File: src/rtl/seg_hex595_mux.sv
// seg_hex595_mux: scans DIGITS hex digits into a 74HC595 chain, one {seg, sel} word per digit.
// Define SEG_HEX595_LZ_BLANK_EN to enable leading-zero suppression.
//
// state  | meaning
// LOAD   | build {seg, sel} word; snapshot data/dp/blank when dig == 0
// SHIFT  | clock 16 bits out, MSB first
// STROBE | seg_str high to latch the 595 outputs
// HOLD   | keep the digit lit, then advance dig
module seg_hex595_mux #(
    parameter int DIGITS   = 8,
    parameter int CLK_DIV  = 4,
    parameter int HOLD_CYC = 1000
) (
    input  logic                sys_clk,
    input  logic                sys_rst,
    input  logic [4*DIGITS-1:0] data,
    input  logic [DIGITS-1:0]   dp,
    input  logic [DIGITS-1:0]   blank,
    output logic                seg_clk,
    output logic                seg_dat,
    output logic                seg_str,
    output logic                frame_done
);
    localparam int DW = (DIGITS > 1) ? $clog2(DIGITS) : 1;
    localparam int PW = (CLK_DIV > 1) ? $clog2(CLK_DIV) : 1;
    localparam int HW = (HOLD_CYC > 1) ? $clog2(HOLD_CYC) : 1;
    localparam logic [DW-1:0] DIG_LAST  = DW'(DIGITS - 1);
    localparam logic [PW-1:0] PH_INIT   = PW'(CLK_DIV - 1);
    localparam logic [HW-1:0] HOLD_INIT = HW'((HOLD_CYC > 0) ? HOLD_CYC - 1 : 0);

    typedef enum logic [1:0] {LOAD, SHIFT, STROBE, HOLD} state_t;

    state_t              state_q, state_d;
    logic [DW-1:0]       dig_q, dig_d, dig_nxt;
    logic [PW-1:0]       ph_q, ph_d;
    logic [HW-1:0]       hold_q, hold_d;
    logic [3:0]          bit_q, bit_d;
    logic [15:0]         sh_q, sh_d;
    logic [4*DIGITS-1:0] data_sh_q, data_sh_d, src_data;
    logic [DIGITS-1:0]   dp_sh_q, dp_sh_d, src_dp;
    logic [DIGITS-1:0]   blank_sh_q, blank_sh_d, src_blank;
    logic [DIGITS-1:0]   dark;
    logic                seg_clk_q, seg_clk_d;
    logic                seg_dat_q, seg_dat_d;
    logic                seg_str_q, seg_str_d;
    logic                frame_done_q, frame_done_d;
    logic [3:0]          nib;
    logic [7:0]          seg, sel;
    logic [15:0]         word;

    function automatic logic [6:0] hex7(input logic [3:0] n);
        logic [6:0] p;
        case (n)
            4'h0: p = 7'h3F;
            4'h1: p = 7'h06;
            4'h2: p = 7'h5B;
            4'h3: p = 7'h4F;
            4'h4: p = 7'h66;
            4'h5: p = 7'h6D;
            4'h6: p = 7'h7D;
            4'h7: p = 7'h07;
            4'h8: p = 7'h7F;
            4'h9: p = 7'h6F;
            4'hA: p = 7'h77;
            4'hB: p = 7'h7C;
            4'hC: p = 7'h39;
            4'hD: p = 7'h5E;
            4'hE: p = 7'h79;
            default: p = 7'h71;
        endcase
        return p;
    endfunction

    // Digit 0 reads the live inputs in the same cycle they are snapshotted.
    always_comb begin
        src_data  = (dig_q == '0) ? data  : data_sh_q;
        src_dp    = (dig_q == '0) ? dp    : dp_sh_q;
        src_blank = (dig_q == '0) ? blank : blank_sh_q;
    end

`ifdef SEG_HEX595_LZ_BLANK_EN
    logic [DIGITS-1:0] lz_sup;
    logic              lz_run;

    always_comb begin
        lz_sup = '0;
        lz_run = 1'b1;
        for (int k = DIGITS - 1; k >= 1; k--) begin
            lz_run    = lz_run & (src_data[4*k +: 4] == 4'h0) & ~src_dp[k];
            lz_sup[k] = lz_run;
        end
    end

    assign dark = src_blank | lz_sup;
`else
    assign dark = src_blank;
`endif

    always_comb begin
        nib  = src_data[{dig_q, 2'b00} +: 4];
        seg  = dark[dig_q] ? 8'hFF : ~{src_dp[dig_q], hex7(nib)};
        sel  = 8'h01 << dig_q;
        word = {seg, sel};
    end

    assign dig_nxt = (dig_q == DIG_LAST) ? '0 : dig_q + 1'b1;

    always_comb begin
        state_d      = state_q;
        dig_d        = dig_q;
        ph_d         = ph_q;
        hold_d       = hold_q;
        bit_d        = bit_q;
        sh_d         = sh_q;
        data_sh_d    = data_sh_q;
        dp_sh_d      = dp_sh_q;
        blank_sh_d   = blank_sh_q;
        seg_clk_d    = seg_clk_q;
        seg_dat_d    = seg_dat_q;
        seg_str_d    = seg_str_q;
        frame_done_d = 1'b0;
        case (state_q)
            LOAD: begin
                if (dig_q == '0) begin
                    data_sh_d  = data;
                    dp_sh_d    = dp;
                    blank_sh_d = blank;
                end
                sh_d      = word;
                seg_dat_d = word[15];
                seg_clk_d = 1'b0;
                ph_d      = PH_INIT;
                bit_d     = 4'd15;
                state_d   = SHIFT;
            end
            SHIFT: begin
                if (ph_q != '0) begin
                    ph_d = ph_q - 1'b1;
                end else begin
                    ph_d = PH_INIT;
                    if (!seg_clk_q) begin
                        seg_clk_d = 1'b1;
                    end else if (bit_q == 4'd0) begin
                        seg_clk_d = 1'b0;
                        seg_str_d = 1'b1;
                        state_d   = STROBE;
                    end else begin
                        seg_clk_d = 1'b0;
                        seg_dat_d = sh_q[14];
                        sh_d      = {sh_q[14:0], 1'b0};
                        bit_d     = bit_q - 1'b1;
                    end
                end
            end
            STROBE: begin
                if (ph_q != '0) begin
                    ph_d = ph_q - 1'b1;
                end else begin
                    seg_str_d    = 1'b0;
                    frame_done_d = (dig_q == DIG_LAST);
                    if (HOLD_CYC == 0) begin
                        dig_d   = dig_nxt;
                        state_d = LOAD;
                    end else begin
                        hold_d  = HOLD_INIT;
                        state_d = HOLD;
                    end
                end
            end
            default: begin
                if (hold_q != '0) begin
                    hold_d = hold_q - 1'b1;
                end else begin
                    dig_d   = dig_nxt;
                    state_d = LOAD;
                end
            end
        endcase
    end

    always_ff @(posedge sys_clk or posedge sys_rst) begin
        if (sys_rst) begin
            state_q      <= LOAD;
            dig_q        <= '0;
            ph_q         <= '0;
            hold_q       <= '0;
            bit_q        <= '0;
            sh_q         <= '0;
            data_sh_q    <= '0;
            dp_sh_q      <= '0;
            blank_sh_q   <= '0;
            seg_clk_q    <= 1'b0;
            seg_dat_q    <= 1'b0;
            seg_str_q    <= 1'b0;
            frame_done_q <= 1'b0;
        end else begin
            state_q      <= state_d;
            dig_q        <= dig_d;
            ph_q         <= ph_d;
            hold_q       <= hold_d;
            bit_q        <= bit_d;
            sh_q         <= sh_d;
            data_sh_q    <= data_sh_d;
            dp_sh_q      <= dp_sh_d;
            blank_sh_q   <= blank_sh_d;
            seg_clk_q    <= seg_clk_d;
            seg_dat_q    <= seg_dat_d;
            seg_str_q    <= seg_str_d;
            frame_done_q <= frame_done_d;
        end
    end

    assign seg_clk    = seg_clk_q;
    assign seg_dat    = seg_dat_q;
    assign seg_str    = seg_str_q;
    assign frame_done = frame_done_q;

endmodule

File: config.mk
export PLATFORM = sky130hd
export DESIGN_NAME = seg_hex595_mux
export DESIGN_NICKNAME = d
export VERILOG_FILES = /design/src/rtl/seg_hex595_mux.sv
export SDC_FILE = /design/constraint.sdc
export NUM_CORES = 1
export LEC_CHECK = 0
export BUFFER_PORTS_ARGS = -buffer_cell sky130_fd_sc_hd__buf_2
export CORE_UTILIZATION = 45
export DETAILED_ROUTE_END_ITERATION = 16
export GPL_ROUTABILITY_DRIVEN = 0
export GPL_TIMING_DRIVEN = 0
export PLACE_DENSITY_LB_ADDON = 0.12
export SLEW_MARGIN = 5
export SYNTH_ARGS = -nofsm -noshare
export SYNTH_HDL_FRONTEND = slang
export SYNTH_SLANG_ARGS = --single-unit
File: constraint.sdc
create_clock -name sys_clk -period 3.1 [get_ports sys_clk]
set_input_delay 0.155 -clock sys_clk [delete_from_list [all_inputs] [get_ports sys_clk]]
set_output_delay 0.155 -clock sys_clk [all_outputs]
set_load 0.02 [all_outputs]
==> results.md, run 1 <==
- The arrival time at the worst endpoint is 3.25 ns.
- The share of async-settable or async-resettable flops after synthesis is 100.0%.
- After detailed routing, the number of remaining DRC violations is 0.
- The final hold slack is 0.01220 ns.
- During placement, the flow inserted port buffers numbering 53.
- Summed over all layers, the global routing overflow is 0.
- Clock tree synthesis selected as its root buffer the cell sky130_fd_sc_hd__clkbuf_8.
- From synthesis to final layout, the design area changed by 18.86%.
- The detail-routed net length per standard cell is 16.55 microns.
- The end-of-flow core utilization is 55.50%.
- The number of maximum-capacitance violations is 0.
- The violation count after the first detailed-route iteration is 122.
- The total number of clock tree sinks is 88.
- Sequential elements use 45.28% of the synthesized area.
- The final period utilization is 95.13%.
- The synthesized netlist devotes 12.14% of its cell area to simple gates.
- The synthesized netlist devotes 9.004% of its cell area to compound gates.
- The worst setup path is captured at a flip-flop.
- The half-perimeter wire length of the detailed placement result is 7597 microns.
- The antenna diode count is 0.
- The floorplan step defined a die boundary enclosing 11,230 sq um.
- The net count after synthesis is 493.
- The synthesized area divided by synthesized cell count is 11.52 sq um.
- Setup repair after global routing left no endpoint under its margin.
- The initial antenna violation count was 0.
- The area share of fa/ha/maj cells after synthesis is 5.403%.
- The flow ran to the end, and the final reports show no timing, DRC or antenna violations.
- The number of placed I/O pins is 54.
- The count of yosys warnings during synthesis is 0.
- The count of endpoints failing hold in the final timing report is 0.
- For the final database, setup skew stands at 0.01260 ns.
- The class of the tightest hold or removal check is primary input to flip-flop.
- The overall die width is 106.0 microns.
- The pin count of the biggest net entering global routing is 57.
- The setup-violating endpoint count in the final report is 0.
- The clock slew at the register clock pins of the worst setup and hold paths is 0.09 ns.
- The synthesized netlist occupies a cell area of 4863 sq um.
- The worst setup slack before clock tree synthesis is -0.3523 ns.
- The final critical delay including setup and external delays is 2.949 ns.
- After the last flow step, the layout net total stands at 582.
- For this run, the total global-route usage over all layers was measured as 21.00%.
- For this design the ratio of total power to cell area is 382.1 nW/um^2.
- STA puts the critical path data required time at 3.40 ns.
- The maximum buffer depth of the clock tree is 2.
- The number of iterations in the first detailed-routing pass is 4.
- The type of the setup path with the least slack is flip-flop to flip-flop.
- The later-pin clock latency in the skew report is 0.37 ns.
- Detailed routing inserted a total of 3,544 vias.
- The wire length of the first global-routing pass is 18,210 microns.
- Measured against its own limit, the worst slew margin works out to 55.75%.
- After synthesis, the share of cell area in mux cells is 21.76%.
- The region available for standard cell placement spans 10,420 sq um.
- Of all nets on the critical path, the largest fanout is 10.
- Clock tree synthesis inserted a total of 9 buffers.
- In the synthesized netlist the dominant register cell turns out to be sky130_fd_sc_hd__dfrtp_1.
- After synthesis the netlist holds a flip-flop and latch count of 88.
- The number of slew-limit violations in the final report was 0.
- The worst setup margin is 0.1508 ns.
- At the pin with the least slew margin, the transition time is 0.6638 ns.
- For flop-to-flop paths, the worst setup slack is 0.15 ns.
- Counting flops with a built-in enable in the synthesized netlist gives 0.
- The fraction of final layout cells sized beyond drive strength 1 is 30.04%.
- The count of nets left with antenna violations once routing finished came out at 0.
- The final routed wirelength across all metal layers is 10,790 microns.
- The share of the synthesized netlist area taken by xor and xnor gates is 1.441%.
- The die is 106.0 microns tall.
- The CTS tree is done.
- The maximum ir drop on the vdd rail is 0.0002320 V.
- The distinct cell type count after synthesis is 59.
- The initial core utilization is 46.69%.
- The H-tree was split into 3 levels.
- The worst hold path was traced through 2 stages.
- Row generation in the floorplan step produced 37 rows.
- The highest clock frequency the design can meet is 339.1 MHz.
- In this run the static leakage power is 2.674 nW.
- The via count of the first global-routing pass is 3,691.
- The worst register-to-register path has a depth of 14.
- In the routed layout, each cell is associated on average with a via count of 5.436.
- The gate count of the mapped netlist is 422.
- The dominant combinational cell family by area after synthesis is multiplexers.
- The worst setup path is launched from a flip-flop.
state kept, by name, summed over array words and instances (netlist names):
| signal | flops |
|---|---|
| dp_sh_q | 8 |
| dig_q | 3 |
| seg_str | 1 |
| data_sh_q | 32 |
| blank_sh_q | 8 |
| seg_dat | 1 |
| bit_q | 4 |
| frame_done | 1 |
| state_q | 2 |
| ph_q | 2 |
| seg_clk | 1 |
| hold_q | 10 |
| sh_q | 15 |
kinds of logic (layout without fill, tap and decap cells):
logic type / count (synthesis) / after routing
compound gates: 73 / 73
simple gates: 108 / 108
buf+inv: 44 / 138
mux: 80 / 80
fa+ha+maj: 21 / 21
flops: 88 / 88
xor+xnor: 8 / 8
report_power, final:
group / switching, mW / internal [mW] / total (mW)
clock: 0.448 / 0.398 / 0.845
combinational: 0.0778 / 0.0898 / 0.168
sequential: 0.0158 / 1.18 / 1.20
final timing paths:
kind,startpoint,end
worst max register to register,dig_q[1]$_DFFE_PP0P_,sh_q[13]$_DFFE_PP0P_
max in group asynchronous,sys_rst,dig_q[1]$_DFFE_PP0P_
worst min-delay path,data[23],data_sh_q[23]$_DFFE_PP0P_
worst max-delay path,dig_q[1]$_DFFE_PP0P_,sh_q[13]$_DFFE_PP0P_
worst min register to register,data_sh_q[12]$_DFFE_PP0P_,data_sh_q[12]$_DFFE_PP0P_
min in group asynchronous,sys_rst,blank_sh_q[2]$_DFFE_PP0P_
synthesized netlist by cell type, types with 2 or more instances:
cell type,count,area (sq um)
sky130_fd_sc_hd__a21oi_1,20,100.1
sky130_fd_sc_hd__a21o_1,3,22.52
sky130_fd_sc_hd__inv_1,20,75.07
sky130_fd_sc_hd__nor4_1,3,18.77
sky130_fd_sc_hd__a31oi_1,10,62.56
sky130_fd_sc_hd__mux4_2,11,247.7
sky130_fd_sc_hd__o31a_1,3,26.28
sky130_fd_sc_hd__o22ai_1,3,18.77
sky130_fd_sc_hd__o21ai_0,15,75.07
sky130_fd_sc_hd__nand4_1,2,12.51
sky130_fd_sc_hd__nor3_1,6,30.03
sky130_fd_sc_hd__xor2_1,2,17.52
sky130_fd_sc_hd__mux2_1,24,270.3
sky130_fd_sc_hd__buf_6,5,56.30
sky130_fd_sc_hd__inv_2,2,7.510
sky130_fd_sc_hd__o211ai_1,2,15.01
sky130_fd_sc_hd__mux2i_1,9,90.09
sky130_fd_sc_hd__mux4_1,3,78.83
sky130_fd_sc_hd__nor2_1,23,86.33
sky130_fd_sc_hd__buf_1,3,11.26
sky130_fd_sc_hd__o21ai_1,7,35.03
sky130_fd_sc_hd__mux2_2,33,371.6
sky130_fd_sc_hd__xnor2_1,6,52.55
sky130_fd_sc_hd__ha_1,21,262.8
sky130_fd_sc_hd__nand3_1,14,70.07
sky130_fd_sc_hd__clkbuf_1,7,26.28
sky130_fd_sc_hd__dfrtp_1,88,2202
sky130_fd_sc_hd__or3_1,7,43.79
sky130_fd_sc_hd__a211oi_1,2,15.01
sky130_fd_sc_hd__buf_2,4,20.02
sky130_fd_sc_hd__nor2b_1,4,25.02
sky130_fd_sc_hd__and3_1,7,43.79
sky130_fd_sc_hd__nand2_1,27,101.4
stage by stage:
| step | TNS (ns) | area (sq um) | std cells | total power, mW |
|---|---|---|---|---|
| finish | 0 | 5781 | 652 | 2.209 |
| global route | 0 | 5781 | 652 | 2.297 |
| CTS | 0 | 5717 | 645 | 2.236 |
| detailed placement | -1.483 | 5329 | 612 | 1.375 |
| global placement | -40.89 | 5299 | 611 | 1.365 |
| floorplan | 0 | 4863 | 422 | 1.306 |
placed cells by master, fill, tap and decap left out, types with 9 or more instances in the layout:
cell type,synthesis,layout
sky130_fd_sc_hd__dfrtp_1,88,87
sky130_fd_sc_hd__buf_2,4,57
sky130_fd_sc_hd__mux2_2,33,33
sky130_fd_sc_hd__nand2_1,27,27
sky130_fd_sc_hd__mux2_1,24,24
sky130_fd_sc_hd__nor2_1,23,23
sky130_fd_sc_hd__ha_1,21,21
sky130_fd_sc_hd__a21oi_1,20,20
sky130_fd_sc_hd__inv_1,20,18
sky130_fd_sc_hd__nand3_1,14,14
sky130_fd_sc_hd__o21ai_0,15,13
sky130_fd_sc_hd__buf_4,0,13
sky130_fd_sc_hd__mux4_2,11,11
sky130_fd_sc_hd__dlygate4sd3_1,0,11
sky130_fd_sc_hd__a31oi_1,10,10
sky130_fd_sc_hd__clkbuf_8,0,10
sky130_fd_sc_hd__o21ai_1,7,9
sky130_fd_sc_hd__mux2i_1,9,9
critical path, stage by stage (launching register included):
cell and delay, ns:
sky130_fd_sc_hd__dfrtp_2 0.43, sky130_fd_sc_hd__buf_8 0.16, sky130_fd_sc_hd__inv_8 0.09, sky130_fd_sc_hd__ha_1 0.16, sky130_fd_sc_hd__buf_6 0.14, sky130_fd_sc_hd__buf_12 0.15, sky130_fd_sc_hd__mux2i_1 0.21, sky130_fd_sc_hd__o21ai_1 0.08
sky130_fd_sc_hd__mux4_2 0.48, sky130_fd_sc_hd__inv_1 0.13, sky130_fd_sc_hd__ha_1 0.18, sky130_fd_sc_hd__inv_1 0.08, sky130_fd_sc_hd__nor4_2 0.32, sky130_fd_sc_hd__o21ai_1 0.13, sky130_fd_sc_hd__a21oi_1 0.13
layer usage:
| layer | part of all wire [%] | GRT usage, % | routed length, microns |
|---|---|---|---|
| met4 | 1.9 | 7.937 | 204 |
| met3 | 4.0 | 3.924 | 428 |
| met5 | 0 | 0 | 0 |
| met1 | 45 | 26.74 | 4909 |
| met2 | 49 | 35.57 | 5248 |
timing repair:
action	in CTS	in global routing
setup endpoints to repair	7	4
endpoints found under the hold margin	42	0
pin swaps	0	1
buffers inserted	6	7
hold buffers	11	0
resized for setup	7	6
cell type report:
class | count | area (sq um)
sequential | 88 | 2203
fill | 950 | 4636
timing repair buffer | 78 | 500.5
multi-input combinational | 290 | 2426
clock buffer | 10 | 137.6
buffer | 21 | 161.4
tap | 136 | 170.2
clock inverter | 6 | 67.56
inverter | 23 | 113.9
(Power assumes the default switching activity.)
==> run 2: changes to the inputs <==
==> constraint.sdc (replaced) <==
create_clock -name sys_clk -period 3.02 [get_ports sys_clk]
set_input_delay 0.151 -clock sys_clk [delete_from_list [all_inputs] [get_ports sys_clk]]
set_output_delay 0.151 -clock sys_clk [all_outputs]
set_load 0.02 [all_outputs]
==> run 2 against run 1 <==
Global-route usage is 0.051 points higher. Final cell count is 1.5% higher. Sequential power hardly changed. Highest routed layer unchanged. Critical path depth is 1 lower. Die area stayed put. Routed wire length is 1.1% higher. Sequential share of layout area is 0.74 points lower. Critical path type unchanged. Clock skew is 0.0011 ns higher. First-iteration DRC count is 25% higher. Utilization is 1.1 points higher. Largest cell class unchanged. Critical endpoint is now sh_q[11]$_DFFE_PP0P_.
==> results.md, run 2 (synthesized netlist as in run 1, its figures left out) <==
- The run finished with clean final reports.
- The filler cell count is 939 (-1.2%).
- The maximum buffer depth of the clock tree is 2 (unchanged).
- The library cell contributing the largest single delay on the critical path is sky130_fd_sc_hd__mux4_2.
- The number of placed I/O pins is 54 (unchanged).
- The overall die width is 106.0 microns (unchanged).
- The startpoint of the worst hold path is data[12].
- The antenna diode count is 0 (unchanged).
- The count of buffer and inverter cells on the critical path is 5 (-1).
- The setup-violating endpoint count in the final report is 0 (unchanged).
- The kind of cell with the highest combined delay along the critical path is multiplexers.
- The leakage dissipation was 2.725 nW (+1.9%).
- The met1 usage is 26.93% (+0.19 points).
- The type of element capturing the critical path is a flip-flop.
- The end-of-flow core utilization is 56.60% (+1.1 points).
- The element type at the critical path start is a flip-flop.
- The fraction of final layout cells sized beyond drive strength 1 is 30.99% (+0.95 points).
- The number of flip-flops in the largest register came to 32 (unchanged).
- The later-pin clock latency in the skew report was 0.37 ns (about the same).
- The largest registers in the layout are data_sh_q (32), sh_q (15), hold_q (10).
- The number of clock buffers inserted by TritonCTS came to 9 (unchanged).
- The die area came to 11,230 sq um (unchanged).
- The critical path launch point is dig_q[1]$_DFFE_PP0P_.
- Traced cell by cell, the critical path runs through buf_12, clkinv_8, ha_1, buf_6, buf_12, mux2i_1, o21ai_1, mux4_2, buf_4, ha_1, mux2_1, mux2i_1, a21oi_1.
- The number of I/O port buffers is 53 (unchanged).
- The number of gates on the worst path with buffers counted was 13 (-1).
- The maximum cell stage delay along the critical path is 0.49 ns (about the same).
- The critical path is of the flip-flop to flip-flop type.
- The initial antenna violation count is 0 (unchanged).
- The setup skew after layout is 0.01369 ns (+0.001091 ns).
- TritonCTS built the clock tree.
- The number of cells traversed by the worst register-to-register path was 13 (-1).
- The via count of the first global-routing pass is 3,702 (+0.30%).
- The power per cell area is 384.6 nW/um^2 (+0.65%).
- The total number of vias came to 3,593 (+1.4%).
- The arrival time at the worst endpoint came to 3.12 ns (-0.13 ns).
- The post-detailed-route DRC marker count came to 0 (unchanged).
- The final setup TNS is 0 ns (unchanged).
- The total routing resource utilization after global routing came to 21.05% (+0.051 points).
- The min-delay analysis places its worst path in the category primary input to flip-flop.
- The most utilized layer in the global route result is met2.
- The number of routed nets with antenna violations came to 0 (unchanged).
- The startpoint of the most critical register-to-register path is dig_q[1]$_DFFE_PP0P_.
- The area of the placeable core is 10,420 sq um (unchanged).
- The number of cells in the design after placement is 612 (unchanged).
- The number of iterations in the first detailed-routing pass came to 4 (unchanged).
- The number of maximum-capacitance violations is 0 (unchanged).
- The required arrival time at the worst endpoint is 3.26 ns (-0.14 ns).
- In this run the clock root is driven by a sky130_fd_sc_hd__clkbuf_8.
- The number of slew-limit violations in the final report is 0 (unchanged).
- The non-filler instance count after layout is 662 (+1.5%).
- The final routed wirelength across all metal layers is 10,910 microns (+1.1%).
- The count of endpoints failing hold in the final timing report is 0 (unchanged).
- Leaving out fill and tap cells, the most frequent cell in the layout is sky130_fd_sc_hd__dfrtp_1.
- The final critical delay including setup and external delays came to 2.872 ns (-0.07668 ns).
- The headroom to the max-slew limit is 53.89% (-1.9 points).
- The slew of the pin with the lowest slew margin is 0.6916 ns (+0.02785 ns).
- The net total in the final layout came to 592 (+1.7%).
- The half-perimeter wire length of the detailed placement result was 7597 microns (unchanged).
- Setup repair after global routing left no endpoint under its margin.
- The total number of clock tree sinks is 88 (unchanged).
- The maximum ir drop on the vdd rail came to 0.0002433 V (+4.9%).
- The initial core utilization is 46.69% (unchanged).
- The met2 global-route usage is 35.71% (+0.14 points).
- More flip-flops sit in one register than any other, and that register is data_sh_q.
- The detail-routed net length per standard cell is 16.47 microns (-0.45%).
- The clock slew at the register clock pins of the worst setup and hold paths is 0.09 ns (about the same).
- The final period utilization is 95.12% (about the same).
- In the layout the commonest cells are sky130_fd_sc_hd__dfrtp_1 (87), sky130_fd_sc_hd__buf_2 (57), sky130_fd_sc_hd__mux2_2 (33).
- The worst hold path cell count is 2 (unchanged).
- The deepest level of the CTS H-tree is 3 (unchanged).
- The wire length of the first global-routing pass is 18,290 microns (+0.42%).
- Compared with the post-synthesis result, the final layout area differs by 21.22%.
- The total grt overflow is 0 (unchanged).
- The combined area of the multi-input logic cells came to 2429 sq um (+0.10%).
- The sequential cell area is 2203 sq um (unchanged).
- The violation count after the first detailed-route iteration is 153 (+25%).
- The peak fanout along the critical path is 10 (unchanged).
- The final hold slack is 0.01183 ns (-0.0003715 ns).
- The cell row count came to 37 (unchanged).
- The vertical extent of the die came to 106.0 microns (unchanged).
- The pin count of the biggest net entering global routing is 57 (unchanged).
- The highest clock frequency the design can meet was 348.1 MHz (+2.7%).
- The total power is 2.268 mW (+2.7%).
- The met3 capacity usage during global routing is 3.863% (-0.061 points).
- The via density per instance came to 5.427 (-0.15%).
-- run 2: cell types whose count changed in the layout (fill, tap and decap cells not counted), sizes merged --
cell	previous run	this run
inv	22	21
clkbuf	17	18
buf	81	86
dlygate4sd3	11	15
clkinv	2	3
-- run 2: report_power, final --
part           internal (mW)  leakage, nW  switching, mW
sequential              1.21         1.08         0.0162
clock                  0.408       0.0989          0.456
combinational         0.0956         1.55         0.0806
total                   1.72         2.72          0.552
-- run 2: path summary, 6_finish.rpt --
kind / end / slack (ns)
max: sh_q[11]$_DFFE_PP0P_ / 0.15
min: data_sh_q[12]$_DFFE_PP0P_ / 0.01
max reg2reg: sh_q[11]$_DFFE_PP0P_ / 0.15
min reg2reg: data_sh_q[4]$_DFFE_PP0P_ / 0.50
max in group asynchronous: dig_q[1]$_DFFE_PP0P_ / 2.04
min in group asynchronous: blank_sh_q[2]$_DFFE_PP0P_ / 0.34
-- run 2: through the flow --
step	instance area, sq um	setup WS (ns)
2_1_floorplan	4863	0.1141
6_report	5896	0.1475
4_1_cts	5772	0.004045
3_3_place_gp	5299	-0.5294
5_1_grt	5896	0.004814
3_5_place_dp	5329	-0.4323
-- run 2: cell type report --
class,count,area share [%]
plain buffers,21,2.823
clock inverters,6,1.146
flip-flops and latches,88,37.37
inverters,23,2.016
well taps,136,2.886
clock buffers,10,2.334
multi-input cells,290,41.19
repair buffers,88,10.23
-- run 2: metal layers --
| metal | routed length (microns) | share of wire, % |
|---|---|---|
| met5 | 0 | 0 |
| met4 | 219 | 2.0 |
| met3 | 420 | 3.9 |
| met2 | 5275 | 48 |
| met1 | 4990 | 46 |
-- run 2: what timing repair did --
action	CTS	global route
buffers inserted	7	11
resized for setup	10	8
hold buffers	15	0
setup endpoints to repair	7	5
endpoints found under the hold margin	46	0
pin swaps	0	2
gates cloned	0	1
==> run 3: changes to the inputs <==
--- a/config.mk
+++ b/config.mk
@@ -6,7 +6,7 @@
 export NUM_CORES = 1
 export LEC_CHECK = 0
 export BUFFER_PORTS_ARGS = -buffer_cell sky130_fd_sc_hd__buf_2
-export CORE_UTILIZATION = 45
+export CORE_UTILIZATION = 35
 export DETAILED_ROUTE_END_ITERATION = 16
 export GPL_ROUTABILITY_DRIVEN = 0
 export GPL_TIMING_DRIVEN = 0
==> run 3 against run 2 <==
Routed wire length rose by 2.7%. Fmax fell by 1.7%. Clock power rose by 37%. Critical path type unchanged.
==> results.md, run 3 (synthesized netlist as in run 1, its figures left out) <==
- The run finished with clean final reports.
- The post-detailed-route DRC marker count is 0 (unchanged).
- The sequential share of power is 47.7% (-6.4 points).
- The vertical extent of the die came to 119.9 microns (+13%).
- The die area is 14,370 sq um (+28%).
- The critical path launch point is dig_q[1]$_DFFE_PP0P_.
- The highest clock frequency the design can meet is 342.2 MHz (-1.7%).
- The slew of the pin with the lowest slew margin is 0.7476 ns (+0.05599 ns).
- The wire length of the first global-routing pass is 18,730 microns (+2.4%).
- The root buffer cell is sky130_fd_sc_hd__clkbuf_16.
- The clock slew at the register clock pins of the worst setup and hold paths was 0.06 ns (-0.03 ns).
- The deepest level of the CTS H-tree is 3 (unchanged).
- The final critical delay including setup and external delays is 2.922 ns (+0.04971 ns).
- The cell row count is 42 (+14%).
- Traced cell by cell, the critical path runs through buf_12, clkinv_8, ha_1, buf_6, buf_12, mux4_2, mux4_2, ha_4, mux2_1, mux2i_2, a21oi_2.
- The peak fanout along the critical path is 10 (unchanged).
- In the layout the commonest cells are sky130_fd_sc_hd__dfrtp_1 (87), sky130_fd_sc_hd__buf_2 (57), sky130_fd_sc_hd__mux2_2 (33).
- The setup skew after layout is 0.006978 ns (-0.006716 ns).
- The number of cells traversed by the worst register-to-register path is 11 (-2).
- The arrival time at the worst endpoint was 3.14 ns (+0.02 ns).
- The leakage dissipation is 2.681 nW (-1.6%).
- The final routed wirelength across all metal layers is 11,200 microns (+2.7%).
- The number of flip-flops in the largest register is 32 (unchanged).
- The via count of the first global-routing pass came to 3,659 (-1.2%).
- The number of I/O port buffers is 53 (unchanged).
- The type of element capturing the critical path is a flip-flop.
- The end-of-flow core utilization is 43.84% (-13 points).
- The CTS tree is done.
- The half-perimeter wire length of the detailed placement result is 8225 microns (+8.3%).
- The count of endpoints failing hold in the final timing report is 0 (unchanged).
- The later-pin clock latency in the skew report was 0.35 ns (-0.02 ns).
- The net total in the final layout is 571 (-3.5%).
- The number of iterations in the first detailed-routing pass is 4 (unchanged).
- The total number of clock tree sinks is 88 (unchanged).
- The detail-routed net length per standard cell is 16.45 microns (-0.15%).
- The initial core utilization was 36.29% (-10 points).
- The proportion of total power due to net switching is 21.25% (-3.1 points).
- The total routing resource utilization after global routing is 16.99% (-4.1 points).
- The maximum ir drop on the vdd rail is 0.0003167 V (+30%).
- The path class of the tightest hold or removal check is primary input to flip-flop.
- Leaving out fill and tap cells, the most frequent cell in the layout is sky130_fd_sc_hd__dfrtp_1.
- The design internal power is 2.030 mW (+18%).
- The number of cells in the design after placement is 652 (+6.5%).
- The number of routed nets with antenna violations is 0 (unchanged).
- The pin count of the biggest net entering global routing is 57 (unchanged).
- The largest registers in the layout are data_sh_q (32), sh_q (15), hold_q (10).
- The via density per instance is 5.117 (-5.7%).
- The violation count after the first detailed-route iteration is 168 (+9.8%).
- The type of the setup path with the least slack is flip-flop to flip-flop.
- The part of the power in combinational logic is 6.6% (-1.2 points).
- The non-filler instance count after layout is 681 (+2.9%).
- The required arrival time at the worst endpoint is 3.24 ns (-0.02 ns).
- The net switching power is 547.7 uW (-0.87%).
- The library cell contributing the largest single delay on the critical path is sky130_fd_sc_hd__mux4_2.
- Relative to the synthesized area, the layout overhead comes to 20.79%.
- The total grt overflow is 0 (unchanged).
- The area of the placeable core is 13,400 sq um (+29%).
- data_sh_q holds more flip-flops than any other register.
- The filler cell count is 1,306 (+39%).
- The sequential cell area is 2203 sq um (unchanged).
- The startpoint identified for the worst register-to-register timing path is dig_q[1]$_DFFE_PP0P_.
- The setup-violating endpoint count in the final report was 0 (unchanged).
- The total number of vias is 3,485 (-3.0%).
- The antenna diode count came to 0 (unchanged).
- The number of placed I/O pins came to 54 (unchanged).
- The total power was 2.578 mW (+14%).
- The maximum buffer depth of the clock tree is 2 (unchanged).
- The number of clock buffers inserted by TritonCTS is 9 (unchanged).
- The number of maximum-capacitance violations is 0 (unchanged).
- The clock share of power is 45.8% (+7.7 points).
- The worst hold path begins at data[17].
- The fraction of final layout cells sized beyond drive strength 1 is 31.88% (+0.89 points).
- The overall die width is 119.9 microns (+13%).
- The element type at the critical path start is a flip-flop.
- The worst hold path cell count is 2 (unchanged).
- The headroom to the max-slew limit came to 50.16% (-3.7 points).
- The final period utilization is 96.76% (+1.6 points).
- The power per cell area is 438.8 nW/um^2 (+14%).
- The maximum cell stage delay along the critical path is 0.58 ns (+0.09 ns).
- The combined area of the multi-input logic cells is 2454 sq um (+1.0%).
- The number of slew-limit violations in the final report is 0 (unchanged).
- The initial antenna violation count is 0 (unchanged).
run 3: worst paths after layout:
check                                                 end  slack (ns)
worst max-delay path                 sh_q[11]$_DFFE_PP0P_         0.1
worst min-delay path            data_sh_q[17]$_DFFE_PP0P_        0.02
worst max register to register       sh_q[11]$_DFFE_PP0P_         0.1
worst min register to register   data_sh_q[7]$_DFFE_PP0P_        0.49
max in group asynchronous          dp_sh_q[7]$_DFFE_PP0P_        2.03
min in group asynchronous       data_sh_q[26]$_DFFE_PP0P_        0.36
run 3: per-layer routing:
layer / GRT usage (%) / share of wire (%) / vias to the layer above
met5: 0 / 0 / -
met4: 5.313 / 1.6 / 0
met3: 4.563 / 3.9 / 17
met2: 28.18 / 49 / 66
met1: 21.53 / 46 / 1719
li1: - / - / 1683
run 3: stage by stage:
| stage | TNS (ns) | cell area, sq um | hold WS [ns] | worst slack, ns |
|---|---|---|---|---|
| floorplan | 0 | 4863 | 0.2827 | 0.1141 |
| global placement | -56.97 | 5349 | 0.3637 | -0.6281 |
| detailed placement | -2.577 | 5379 | 0.1964 | -0.5716 |
| CTS | 0 | 5821 | 0.005944 | 0.05246 |
| global route | -0.004259 | 5874 | 0.01681 | -0.004259 |
| finish | 0 | 5874 | 0.02061 | 0.09781 |
run 3: power by group through the flow:
stage / sequential [mW] / clock, mW / combinational [mW]
finish: 1.23 / 1.18 / 0.169
global route: 1.23 / 1.26 / 0.189
CTS: 1.23 / 1.23 / 0.169
detailed placement: 1.25 / 0 / 0.163
global placement: 1.25 / 0 / 0.154
floorplan: 1.25 / 0 / 0.0938
run 3: layout make-up:
type                    count  area share [%]
clock buffers              14           4.835
flip-flops and latches     88           37.51
inverters                  23           2.023
well taps                 176           3.749
multi-input cells         290           41.77
repair buffers             67           6.688
plain buffers              21           2.833
clock inverters             2          0.5964
run 3: what timing repair did:
action | in CTS | in global routing
endpoints found under the setup margin | 8 | 3
gates resized for setup | 15 | 9
pin swaps | 1 | 3
setup buffers | 8 | 4
hold buffers | 1 | 0
hold endpoints to repair | 32 | 0
run 3: worst max-delay path: cells and delay by family (launching register included):
| family | cells | cell delay (ns) |
|---|---|---|
| muxes | 4 | 1.40 |
| buffers and inverters | 4 | 0.50 |
| DFF | 1 | 0.40 |
| adders and majority gates | 2 | 0.39 |
| AOI/OAI and AO/OA | 1 | 0.08 |
